<file path="config.mk">
export PLATFORM = sky130hd
export DESIGN_NAME = jk_mod_counter
export DESIGN_NICKNAME = d
export VERILOG_FILES = /design/src/rtl/jk_mod_counter.sv
export SDC_FILE = /design/constraint.sdc
export NUM_CORES = 1
export LEC_CHECK = 0
export BUFFER_PORTS_ARGS = -buffer_cell sky130_fd_sc_hd__buf_4
export CORE_MARGIN = 1
export CORE_UTILIZATION = 25
export CTS_BUF_LIST = sky130_fd_sc_hd__clkbuf_8
export DETAILED_ROUTE_END_ITERATION = 7
export HOLD_SLACK_MARGIN = 0.12
export PLACE_DENSITY = 0.51
export SYNTH_ARGS = -nofsm -noshare
export SYNTH_HDL_FRONTEND = slang
export SYNTH_SLANG_ARGS = --single-unit
</file>
<file path="constraint.sdc">
create_clock -name clk -period 2.1 [get_ports clk]
set_input_delay 0.21 -clock clk [delete_from_list [all_inputs] [get_ports clk]]
set_output_delay 0.21 -clock clk [all_outputs]
set_load 0.05 [all_outputs]
</file>
<file path="src/rtl/jk_mod_counter.sv">
// ----------------------------------------------------------------------------
// jk_mod_counter
//
// Synchronous modulo-(MAX+1) up/down counter whose state bits are JK cells.
// Each cycle the block works out the next count, turns it into per-bit J/K
// excitation, and clocks the cells on the falling edge of clk. Reset is not a
// separate cell pin: it is pushed through the excitation path like any other
// next value.
//
// Parameters
//   WIDTH  counter width in bits (2..16)
//   MAX    terminal value, count range is 0..MAX (1 <= MAX <= 2^WIDTH-1)
//
// Ports
//   clk   in   clock, all state changes on the falling edge
//   rst   in   synchronous active-low reset, sampled on the falling edge
//   en    in   count enable
//   up    in   direction, 1 = increment, 0 = decrement
//   load  in   parallel load, takes priority over en
//   d     in   load value (saturated to MAX)
//   q     out  current count (JK cell outputs)
//   j     out  J excitation bus (combinational)
//   k     out  K excitation bus (combinational)
//   tc    out  terminal count (combinational)
//   wrap  out  registered one-cycle pulse after a wrap edge
// ----------------------------------------------------------------------------
module jk_mod_counter #(
    parameter int WIDTH = 4,
    parameter int MAX   = 9
) (
    input  logic             clk,
    input  logic             rst,
    input  logic             en,
    input  logic             up,
    input  logic             load,
    input  logic [WIDTH-1:0] d,
    output logic [WIDTH-1:0] q,
    output logic [WIDTH-1:0] j,
    output logic [WIDTH-1:0] k,
    output logic             tc,
    output logic             wrap
);

    localparam logic [WIDTH-1:0] MAX_V  = WIDTH'(MAX);
    localparam logic [WIDTH-1:0] ONE_V  = WIDTH'(1);
    localparam logic [WIDTH-1:0] ZERO_V = '0;

    logic [WIDTH-1:0] q_q;
    logic [WIDTH-1:0] n_d;
    logic             wrap_q;
    logic             at_max;
    logic             at_zero;

    // Next-value selection and excitation. Priority: reset, load, count, hold.
    always_comb begin
        n_d     = q_q;
        at_max  = (q_q == MAX_V);
        at_zero = (q_q == ZERO_V);

        if (!rst) begin
            n_d = ZERO_V;
        end else if (load) begin
            n_d = (d > MAX_V) ? MAX_V : d;
        end else if (en) begin
            if (up) begin
                // ">=" rather than "==" so an out-of-range count falls back to
                // zero, and q+1 is never formed at MAX so it cannot overflow.
                n_d = (q_q >= MAX_V) ? ZERO_V : (q_q + ONE_V);
            end else begin
                // Out-of-range values simply walk down until back in range.
                n_d = at_zero ? MAX_V : (q_q - ONE_V);
            end
        end

        // Set bits that must rise, clear bits that must fall, otherwise 00.
        // The 11 code is never produced here.
        j  = n_d & ~q_q;
        k  = ~n_d & q_q;

        tc = rst & en & ~load & ((up & at_max) | (~up & at_zero));
    end

    // JK cells, one per bit. Full JK behaviour including toggle.
    for (genvar i = 0; i < WIDTH; i++) begin : g_jk_cell
        always_ff @(negedge clk) begin
            case ({j[i], k[i]})
                2'b00:   q_q[i] <= q_q[i];
                2'b01:   q_q[i] <= 1'b0;
                2'b10:   q_q[i] <= 1'b1;
                default: q_q[i] <= ~q_q[i];
            endcase
        end
    end

    // Wrap pulse trails tc by one clock; reset clears any pending pulse.
    always_ff @(negedge clk) begin
        if (!rst) begin
            wrap_q <= 1'b0;
        end else begin
            wrap_q <= tc;
        end
    end

    assign q    = q_q;
    assign wrap = wrap_q;

endmodule

</file>
==> summary.md, run 1 <==
| Metric | Value |
|---|---|
| Critical path type | reg -> out |
| Core Region | 2758 sq um |
| Detailed Place HPWL | 1.696 mm |
| First-pass GRT wire length | 4.222 mm |
| Maximum fanout along the worst path | 5 |
| Port Buffers | 22 |
| Synth top area cells | ha_1 (27%), edfxtp_1 (16%), o311a_1 (4.1%) |
| Clock power frac | 8.9% |
| Post-Layout Inst Area | 1748 sq um |
| HP Class | reg -> reg |
| Avg WL per Cell | 16.39 um |
| Bufs on Longest Clock Path | 2 |
| Setup TNS | -14.28 ns |
| Layout area overhead | 139.6% |
| Dpl cell area | 1219 sq um |
| Internal Power | 1281 uW |
| TritonCTS Buffers | 3 |
| Final ANT Viol Nets | 0 |
| Worst hold stages | 4 |
| Post-Synthesis Cells | 81 |
| Largest net degree at the start of global routing | 12 |
| R2R depth | 10 |
| Die area | 3138 sq um |
| Site row count | 19 |
| Peak VDD IR | 0.001064 V |
| Failing checks | setup timing |
| Dpl ws | -0.9975 ns |
| Post-Synthesis Cell Area | 729.5 sq um |
| Net Sw Power | 1219 uW |
| Die width | 56.02 um |
| Final hold violations | 0 |
| Fillers | 213 |
| Ratio of cells with drive above 1 in the final layout | 73.65% |
| Worst skew pair latency | 0.30 ns |
| Leak | 0.0007598 uW |
| Total number of vias | 926 |
| DRC Markers | 0 |
| Post-Syn Area per Cell | 9.006 sq um |
| Max Cap Viol | 0 |
| Reg-to-reg setup timing slack | -0.34 ns |
| All-Layer GR Usage | 17.76% |
| Slew headroom | 78.69% |
| Final Skew | 0.007893 ns |
| # clock sinks | 5 |
| Yosys cell types | 36 |
| Slew @ Worst Pin | 0.3183 ns |
| Initial antenna violation count | 0 |
| Yosys top cell area share | 27.44% |
| Status | complete, but fails checks |
| Cell taking the most area after synthesis | ha_1 |
| Vias per cell | 5.173 |
| Warnings, synthesis | 0 |
| Post-route setup slack | -1.315 ns |
| Vias in the first global route | 906 |
| CTS root buffer | clkbuf_8 |
| CP Launch Type | flop |
| Seq pwr share | 9.4% |
| Net Count, Synth | 106 |
| Combinational share of power | 81.7% |
| Die Ht | 56.02 um |
| Power per standard cell area | 1430 nW/um^2 |
| Final setup fails | 21 |
| WHS | 0.9054 ns |
| Met3 usage | 6.977% |
| Final WL | 2.934 mm |
| H-tree depth | 1 |
| Met1 Track Usage GR | 19.57% |
| Sequential-to-total area share from yosys stat | 19.21% |
| Worst Path Arrival | 3.20 ns |
| DRT Pass-1 Iters | 2 |
| Post-synthesis register bit count | 5 |
| Sw Ratio | 48.77% |
| Nets | 174 |
| Remaining global-route overflow | 0 |
| Worst EP required | 1.89 ns |
| Fin. max-slew vios | 0 |
| Critical Path Sink Type | output pin |
| Busiest grt layer | met2 |
| DR iter-0 viols | 16 |
| Antenna Cells | 0 |
| CTS tree | built |
| I/O pin count | 23 |
| GR Util met2 | 28.23% |
| Clock Pin Slew Worst Setup and Hold Paths | 0.03 ns |
| Placer congestion estimate | 0.7974 |
| RSZ-0062 raised after global routing | yes |
| Starting Density | 26.45% |
==> layer usage <==
metal  vias to the layer above  share of wire, %  wire (um)
met5                         -                 0          0
met4                         0               3.8        112
met3                        13               4.1        120
met2                        24                52       1524
met1                       449                40       1177
li1                        440                 -          -
==> synthesized netlist by cell type <==
cell type / instances
and4_1: 1
a31o_2: 1
ha_1: 16
buf_2: 2
inv_1: 7
o311ai_1: 1
o211ai_2: 1
and3_1: 2
or2_2: 4
or3_1: 1
nand2b_1: 3
a21o_1: 2
or2b_1: 1
nand4_1: 1
a32oi_1: 1
a32o_1: 1
nand4b_1: 1
o21a_1: 1
o21ai_1: 1
o31ai_1: 2
nor2_1: 2
o2111ai_1: 1
nor2b_1: 1
a21oi_1: 3
nand3b_1: 2
o21ai_0: 5
and2_1: 1
nand2_1: 3
nand3_1: 1
dfxtp_1: 1
o311ai_0: 1
o211ai_1: 1
o311a_1: 3
edfxtp_1: 4
or4b_1: 1
buf_6: 1
==> layout by cell type, fill, tap and decap left out, drive strengths merged, types with 2 or more instances in the layout <==
cell and count:
buf 62, ha 16, inv 12, o21ai 6, edfxtp 4, or2 4, a21oi 3, clkbuf 3
nand2b 3, nand2 3, o311a 3, nand3b 2, o31ai 2, a21o 2, nor2 2, o311ai 2
o211ai 2, and3 2
==> power by group through the flow <==
stage | Sequential [uW] | Clock (uW) | Combinational [uW]
after CTS | 221 | 236 | 1780
after global placement | 221 | 17.5 | 1360
final | 234 | 223 | 2040
after floorplan | 386 | 17.5 | 815
after detailed placement | 219 | 17.5 | 1380
after global routing | 241 | 254 | 2170
==> critical path, stage by stage (launching register included) <==
cell and delay, ns:
edfxtp_1 0.48, inv_2 0.16, ha_4 0.16, nand2b_4 0.07, o211ai_1 0.31, a21o_1 0.18, and4_4 0.22, ha_4 0.13
buf_8 0.14
==> final cells by class <==
| type | instances | area (sq um) | share of cell area (%) |
|---|---|---|---|
| multi-input cells | 66 | 867.1 | 49.61 |
| repair buffers | 62 | 613.1 | 35.08 |
| flip-flops and latches | 5 | 140.1 | 8.017 |
| clock buffers | 3 | 41.29 | 2.362 |
| well taps | 31 | 38.79 | 2.219 |
| inverters | 6 | 25.02 | 1.432 |
| clock inverters | 6 | 22.52 | 1.288 |
==> stage by stage <==
step | std cells | power [uW] | utilization, %
after floorplan | 81 | 1219 | -
final | 179 | 2500 | 63.38
after global placement | 156 | 1600 | 44.19
after CTS | 171 | 2239 | 57.62
after detailed placement | 156 | 1618 | 44.19
after global routing | 179 | 2664 | 63.38
==> repair_timing <==
item,in CTS,in global routing
pin swaps,18,16
resized for setup,55,20
buffers inserted,8,9
setup endpoints to repair,21,21
hold buffers,0,0
endpoints found under the hold margin,0,0
==> state kept, by name (all words and copies together), names as in the netlist <==
name	count
wrap	1
q	4
==> final timing paths <==
path,end,startpoint
worst min register to register,wrap,q[3]
worst max register to register,q[0],q[0]
worst max-delay path,j[0],q[0]
worst min-delay path,wrap,q[3]
==> cells by family after synthesis <==
kind of cell             count (synthesis)  share of synthesized area (%)
flip-flops                               5                          19.21
AND/OR/NAND/NOR                         25                          21.27
adder cells (fa/ha/maj)                 16                          27.44
AO/OA/AOI/OAI                           25                          25.56
buffers and inverters                   10                          6.519
Power figures use the tool's default switching activity.
==> inputs of run 2 (changes only) <==
--- a/config.mk
+++ b/config.mk
@@ -12,6 +12,7 @@
 export DETAILED_ROUTE_END_ITERATION = 7
 export HOLD_SLACK_MARGIN = 0.12
 export PLACE_DENSITY = 0.51
+export RECOVER_POWER = 100
 export SYNTH_ARGS = -nofsm -noshare
 export SYNTH_HDL_FRONTEND = slang
 export SYNTH_SLANG_ARGS = --single-unit
==> run 2 against run 1 <==
  * The flow still finishes with violations (setup timing)
  * Critical endpoint unchanged
  * Cell count did not move
  * Hold slack about the same
  * Largest cell class unchanged
  * Clock power barely moved
  * First-iteration DRC count did not move
  * Total power is essentially flat
  * Register-to-register slack about the same
  * Core utilization fell by 0.091 points
  * Largest power group unchanged
  * Global-route usage unchanged
  * Final area down 0.14%
==> summary.md, run 2 (synthesis results as in run 1) <==
| Metric | Value |
|---|---|
| Largest net degree at the start of global routing | 12 |
| Slew @ Worst Pin | 0.3169 ns |
| HP Class | reg -> reg |
| Fillers | 214 |
| Die width | 56.02 um |
| Nets | 174 |
| Die area | 3138 sq um |
| Worst EP required | 1.89 ns |
| Worst Path Arrival | 3.20 ns |
| Vias per cell | 5.184 |
| Starting Density | 26.45% |
| CTS tree | built |
| Status | complete, but fails checks |
| Post-route setup slack | -1.313 ns |
| Detailed Place HPWL | 1.696 mm |
| Dpl ws | -0.9975 ns |
| Max reg flops | 4 |
| Final hold violations | 0 |
| Ratio of cells with drive above 1 in the final layout | 72.97% |
| Leak | 0.0007573 uW |
| Total number of vias | 928 |
| Most common cell after layout, fill and taps aside | buf_4 |
| Fin. max-slew vios | 0 |
| First-pass GRT wire length | 4.222 mm |
| Final setup fails | 21 |
| CTS root buffer | clkbuf_8 |
| Layout area overhead | 139.3% |
| Critical path type | reg -> out |
| Peak VDD IR | 0.001063 V |
| Avg WL per Cell | 16.37 um |
| Final Skew | 0.007893 ns |
| Slew headroom | 78.78% |
| H-tree depth | 1 |
| Initial antenna violation count | 0 |
| CP Launch Type | flop |
| # clock sinks | 5 |
| Core Region | 2758 sq um |
| Clock Pin Slew Worst Setup and Hold Paths | 0.03 ns |
| Site row count | 19 |
| Die Ht | 56.02 um |
| DRT Pass-1 Iters | 4 |
| Power per standard cell area | 1432 nW/um^2 |
| WHS | 0.9056 ns |
| Bufs on Longest Clock Path | 2 |
| DRC Markers | 0 |
| Antenna Cells | 0 |
| Critical Path Sink Type | output pin |
| Final ANT Viol Nets | 0 |
| Remaining global-route overflow | 0 |
| Hold_buf cts | 0 |
| I/O pin count | 23 |
| Worst skew pair latency | 0.30 ns |
| Final WL | 2.931 mm |
| Dpl cell area | 1219 sq um |
| Max Cap Viol | 0 |
| Final Total Pwr | 2499 uW |
| Placer congestion estimate | 0.7974 |
| Post-Layout Inst Area | 1745 sq um |
| TritonCTS Buffers | 3 |
| Failing checks | setup timing |
| Maximum fanout along the worst path | 5 |
| Port Buffers | 22 |
| DR iter-0 viols | 16 |
| All-Layer GR Usage | 17.76% |
| Final core utilization | 63.29% |
| RSZ-0062 raised after global routing | yes |
| Most frequent cells in the layout | buf_4 (36), buf_6 (14), ha_4 (11), buf_8 (11), inv_1 (9) |
| Vias in the first global route | 906 |
run 2: what timing repair did:
item,in CTS,in global routing
setup endpoints to repair,21,21
pin swaps,18,16
buffers inserted,8,9
resized for setup,55,20
run 2: through the flow:
stage                     std cells  setup TNS [ns]
after floorplan                  81          -13.14
after global placement          156          -12.88
after detailed placement        156          -13.01
after CTS                       171          -13.27
after global routing            179          -15.58
final                           179          -14.41
run 2: worst max-delay path, cell delays in order (launching register included):
cell      delay (ns)
edfxtp_1        0.48
inv_2           0.16
ha_4            0.16
nand2b_4        0.07
o211ai_1        0.31
a21o_1          0.18
and4_4          0.22
ha_4            0.13
buf_8           0.14
run 2: path summary, 6_finish.rpt:
kind	depth (start not counted)	start	to	slack [ns]
max	8	q[0]	j[0]	-1.31
min	4	q[3]	wrap	0.91
min reg2reg	4	q[3]	wrap	0.91
max reg2reg	10	q[0]	q[0]	-0.34
run 2: per-layer routing:
| metal | wire length [um] | track usage, % | vias up |
|---|---|---|---|
| met5 | 0 | 0 | - |
| met4 | 112 | 11.50 | 0 |
| met3 | 122 | 6.977 | 13 |
| met2 | 1518 | 28.23 | 24 |
| met1 | 1177 | 19.57 | 451 |
| li1 | - | - | 440 |
run 2: layout make-up:
type | instances | area [sq um] | area share [%]
flip-flops and latches | 5 | 140.1 | 8.029
inverters | 6 | 25.02 | 1.434
well taps | 31 | 38.79 | 2.222
clock buffers | 3 | 41.29 | 2.366
repair buffers | 62 | 613.1 | 35.13
clock inverters | 6 | 22.52 | 1.290
multi-input cells | 66 | 864.6 | 49.53
run 2: report_power, final:
part           internal, uW  switching, uW
sequential              179           54.8
clock                   140           83.0
combinational           961           1080
